### src/rtl/if_stage.sv
// Instruction fetch stage: PC register, HLT detection and the IF/ID pipeline register.
// Redirects override stall and halt; reset overrides everything.
module if_stage (
    input  logic        clk,
    input  logic        rst_n,
    input  logic        stall,
    input  logic        flush,
    input  logic        branch_taken,
    input  logic [15:0] branch_target,
    input  logic [15:0] imem_data,
    output logic [15:0] imem_addr,
    output logic [15:0] pc,
    output logic [15:0] ifid_inst,
    output logic [15:0] ifid_pc_plus2,
    output logic        ifid_valid,
    output logic        halted
);

    typedef enum logic {FETCH, HALTED} state_t;

    state_t      state, state_nxt;
    logic [15:0] pc_nxt;
    logic [15:0] pc_plus2;
    logic        is_hlt;

    assign pc_plus2  = pc + 16'd2;
    assign is_hlt    = (imem_data[15:12] == 4'hF);
    assign imem_addr = pc;
    assign halted    = (state == HALTED);

    always_comb begin
        state_nxt = state;
        pc_nxt    = pc;
        if (branch_taken) begin
            pc_nxt    = branch_target;
            state_nxt = FETCH;
        end else if (!stall && state == FETCH) begin
            // A HLT word parks the PC on itself so a later redirect resumes cleanly.
            if (is_hlt) state_nxt = HALTED;
            else        pc_nxt    = pc_plus2;
        end
    end

    always_ff @(posedge clk) begin
        if (!rst_n) begin
            state <= FETCH;
            pc    <= '0;
        end else begin
            state <= state_nxt;
            pc    <= pc_nxt;
        end
    end

    always_ff @(posedge clk) begin
        if (!rst_n || flush || branch_taken) begin
            ifid_valid    <= 1'b0;
            ifid_inst     <= '0;
            ifid_pc_plus2 <= '0;
        end else if (stall) begin
            ifid_valid    <= ifid_valid;
            ifid_inst     <= ifid_inst;
            ifid_pc_plus2 <= ifid_pc_plus2;
        end else if (state == HALTED) begin
            ifid_valid    <= 1'b0;
            ifid_inst     <= '0;
            ifid_pc_plus2 <= '0;
        end else begin
            ifid_valid    <= 1'b1;
            ifid_inst     <= imem_data;
            ifid_pc_plus2 <= pc_plus2;
        end
    end

endmodule

### config.mk
export PLATFORM = sky130hd
export DESIGN_NAME = if_stage
export DESIGN_NICKNAME = d
export VERILOG_FILES = /design/src/rtl/if_stage.sv
export SDC_FILE = /design/constraint.sdc
export NUM_CORES = 1
export LEC_CHECK = 0
export ABC_AREA = 1
export BUFFER_PORTS_ARGS = -buffer_cell sky130_fd_sc_hd__buf_4
export CAP_MARGIN = 15
export CORE_MARGIN = 1
export CORE_UTILIZATION = 40
export DETAILED_ROUTE_END_ITERATION = 8
export GPL_ROUTABILITY_DRIVEN = 0
export PLACE_DENSITY = 0.75
export SLEW_MARGIN = 20
export SYNTH_ARGS = -nofsm -noshare
export SYNTH_HDL_FRONTEND = slang
export SYNTH_SLANG_ARGS = --single-unit
### constraint.sdc
create_clock -name clk -period 1.5 [get_ports clk]
set_clock_uncertainty 0.05 [all_clocks]
set_input_delay 0.075 -clock clk [delete_from_list [all_inputs] [get_ports clk]]
set_output_delay 0.075 -clock clk [all_outputs]
set_load 0.02 [all_outputs]
==> flow_summary_export.csv <==
group,metric,value,unit
die,boundaryPins,103,
die,fp.dieArea,0.00612,mm2
power_and_ir_drop,p_leak,1.54,nW
clocking,clk_pin_slew_worst_paths,0.09,ns
yosys,syn_avg_cell_area,7.15,um2
routing,detailroute.wirelength.met3,416,um
timing,min_period_over_period,94.9,%
setup_path,critical_path.endpoint_type,"flop",
routing,route.vias.total,2504,
layout,drive_above_1_share,32.2,%
routing,detail_route.wirelength.met1,3.00,mm
run,maxCapViolations,0,
setup_path,worstPathMaxFanout,5,
timing,setup_viol,0,
setup_path,setup.worst_path.start_class,"flop",
place,port-buffer-count,102,
setup_path,critPathRequiredTime,1.68,ns
yosys,synth_fp_nets,363,
clocking,worstSkewPairLatency,0.30,ns
yosys,synth.yosys.seq_area_share,43.1,%
place,placed_cells_incl_taps,483,
grt,wire_length_of_the_first_global_routing_pass,10.7,mm
routing,drt_pre_antenna_iters,4,
yosys,synthDistinctLibCells,28,
routing,post_drt_wl_per_cell,13.1,um
place,post-place-ws,0.0283,ns
clocking,cts.sink_count,50,
grt,grt_start_max_net_pins,35,
timing,finalMaxSlewViolations,0,
routing,initialDrtViolationCount,177,
timing,slew_headroom,75.8,%
layout,diodes,0,
routing,postRouteAntennaNets,0,
power_and_ir_drop,power.density_cell_area,833,mW/mm2
grt,globalRouteOverflowTotal,0,
clocking,maximum_root_to_sink_buffer_count,2,
worst_hold_path,worst_hold_path_type,"in -> reg",
layout,area_growth_syn_to_layout,48.0,%
grt,first_global_vias,2353,
routing,met2RoutedLength,3.11,mm
die,design.core.area,0.00554,mm2
routing,route.detailed.vias_per_inst,4.91,
layout,instances_no_fill,510,
routing,drcViolationCount,0,
timing,final.min_clock_period,1.42,ns
run_status,status,"finished clean",
power_and_ir_drop,max-vdd-ir-drop,0.483,mV
grt,antenna_found_initial,0,
yosys,yosysWarningCount,0,
clocking,clk_root_buffer_cell,"sky130_fd_sc_hd__clkbuf_8",
layout,filler_cell_count,519,
clocking,cts_inserted_buffers,5,
setup_path,worstSetupPathType,"reg -> reg",
clocking,tritoncts_clock_tree,"yes",
die,initial_utilization,41.9,%
setup_path,crit_path_dat,1.61,ns
yosys,post_synth_instance_area,0.00232,mm2
routing,highest_layer,"met4",
yosys,synth_seq_cells,50,
layout,final_nets,475,
timing,tightestPinTransition,0.363,ns
timing,timing.fmax,0.702,GHz
timing,finalHoldViolations,0,
clocking,cts_htree_levels,2,
die,die_span_y,78.2,um
die,die-width,78.2,um
place,place_hpwl,4.51,mm
timing,layout_setup_ws,0.0761,ns
grt,grt_use_total,22.1,%
setup_path,regToRegSetupSlack,0.08,ns
routing,final_wirelength,6.66,mm
yosys,postSynthCellCount,325,
die,fp-row-count,27,
## flip-flops by register name, summed over array words and instances, names as in the netlist
| register | flops |
|---|---|
| imem_addr | 16 |
| halted | 1 |
| ifid_valid | 1 |
| ifid_pc_plus2 | 16 |
| ifid_inst | 16 |
## layout by cell type, fill, tap and decap left out, types with 3 or more instances in the layout
cell                            count
sky130_fd_sc_hd__nor2_4             3
sky130_fd_sc_hd__a21boi_0           5
sky130_fd_sc_hd__nor3_1             3
sky130_fd_sc_hd__xor2_1             4
sky130_fd_sc_hd__dfxtp_2            3
sky130_fd_sc_hd__clkbuf_8           8
sky130_fd_sc_hd__o21ai_0            3
sky130_fd_sc_hd__nor2_2             3
sky130_fd_sc_hd__a31oi_1            3
sky130_fd_sc_hd__a21oi_1           47
sky130_fd_sc_hd__inv_1             16
sky130_fd_sc_hd__buf_4            116
sky130_fd_sc_hd__dlygate4sd3_1     19
sky130_fd_sc_hd__nor2_1            14
sky130_fd_sc_hd__dfxtp_1           47
sky130_fd_sc_hd__nand3_1           17
sky130_fd_sc_hd__nand4_1            4
sky130_fd_sc_hd__nand2_1          111
## report_power, final
| group | switching (W) | internal (W) |
|---|---|---|
| combinational | 0.000306 | 0.000265 |
| clock | 0.000426 | 0.000466 |
| sequential | 0.0000341 | 0.00137 |
| total | 0.000767 | 0.00210 |
## logic make-up after synthesis
kind of cell	synth area share, %
simple gates	28.6
flops	43.1
fa+ha+maj	0.538
compound gates	14.1
xor+xnor	2.26
buf+inv	11.4
## worst max-delay path, stage by stage, from the launching register on
cell	delay, ns
sky130_fd_sc_hd__dfxtp_2	0.38
sky130_fd_sc_hd__ha_2	0.22
sky130_fd_sc_hd__nand2_1	0.10
sky130_fd_sc_hd__nor2_4	0.12
sky130_fd_sc_hd__nand2_1	0.09
sky130_fd_sc_hd__xnor2_1	0.20
sky130_fd_sc_hd__nand2_1	0.07
sky130_fd_sc_hd__a21oi_1	0.13
## final cells by class
cell class                 instances  area, um2  area share, %
clock buffer                       8        110           3.20
inverter                          18       68.8           2.00
multi-input combinational        226       1080           31.5
sequential                        50       1000           29.2
tap                               72       90.1           2.62
timing repair buffer             136       1080           31.4
## per-layer routing
layer	up-vias	GRT usage (%)
met5	-	0
met4	0	8.33
met3	11	5.00
met2	83	37.1
met1	1157	27.5
li1	1253	-
## synth_stat cells (all sizes together)
master / instances / share of area [%]
a211oi: 1 / 0.54
a21boi: 5 / 1.6
a21oi: 47 / 10
a31oi: 3 / 0.81
buf: 25 / 7.5
clkbuf: 6 / 0.97
clkinv: 1 / 0.22
dfxtp: 50 / 43
ha: 1 / 0.54
inv: 17 / 2.7
nand2: 112 / 18
nand3: 18 / 3.9
nand3b: 1 / 0.32
nand4: 4 / 1.1
nor2: 21 / 4.5
nor3: 3 / 0.65
o21ai: 3 / 0.65
o21bai: 1 / 0.32
xnor2: 2 / 0.75
xor2: 4 / 1.5
## repair_timing
action / 4_1_cts / 5_1_grt
endpoints found under the hold margin: 18 / 1
gates resized for setup: 0 / 9
hold buffers: 18 / 1
setup endpoints to repair: 0 / 14
buffers inserted: 0 / 0
## worst paths after layout
kind                                                    start                            end  cells after the start
worst max register to register      imem_addr[2]$_SDFFE_PN0P_  ifid_pc_plus2[9]$_SDFFE_PP0N_                      7
worst max-delay path                imem_addr[2]$_SDFFE_PN0P_  ifid_pc_plus2[9]$_SDFFE_PP0N_                      7
worst min-delay path                         branch_target[5]      imem_addr[5]$_SDFFE_PN0P_                      5
worst min register to register  ifid_pc_plus2[5]$_SDFFE_PP0N_  ifid_pc_plus2[5]$_SDFFE_PP0N_                      2
## stage by stage
step                hold slack (ns)  total power [W]  cell area, um2  utilization, %  setup TNS, ns
finish                       0.0171          0.00287            3440            62.1              0
floorplan                     0.123          0.00174            2330               -              0
global route                 0.0268          0.00299            3440            62.1        -0.0525
detailed placement            0.254          0.00196            3110            56.1              0
global placement              0.241          0.00195            3110            56.1              0
CTS                          0.0120          0.00288            3400            61.4              0
No activity file was read; power rests on OpenSTA's default activity.
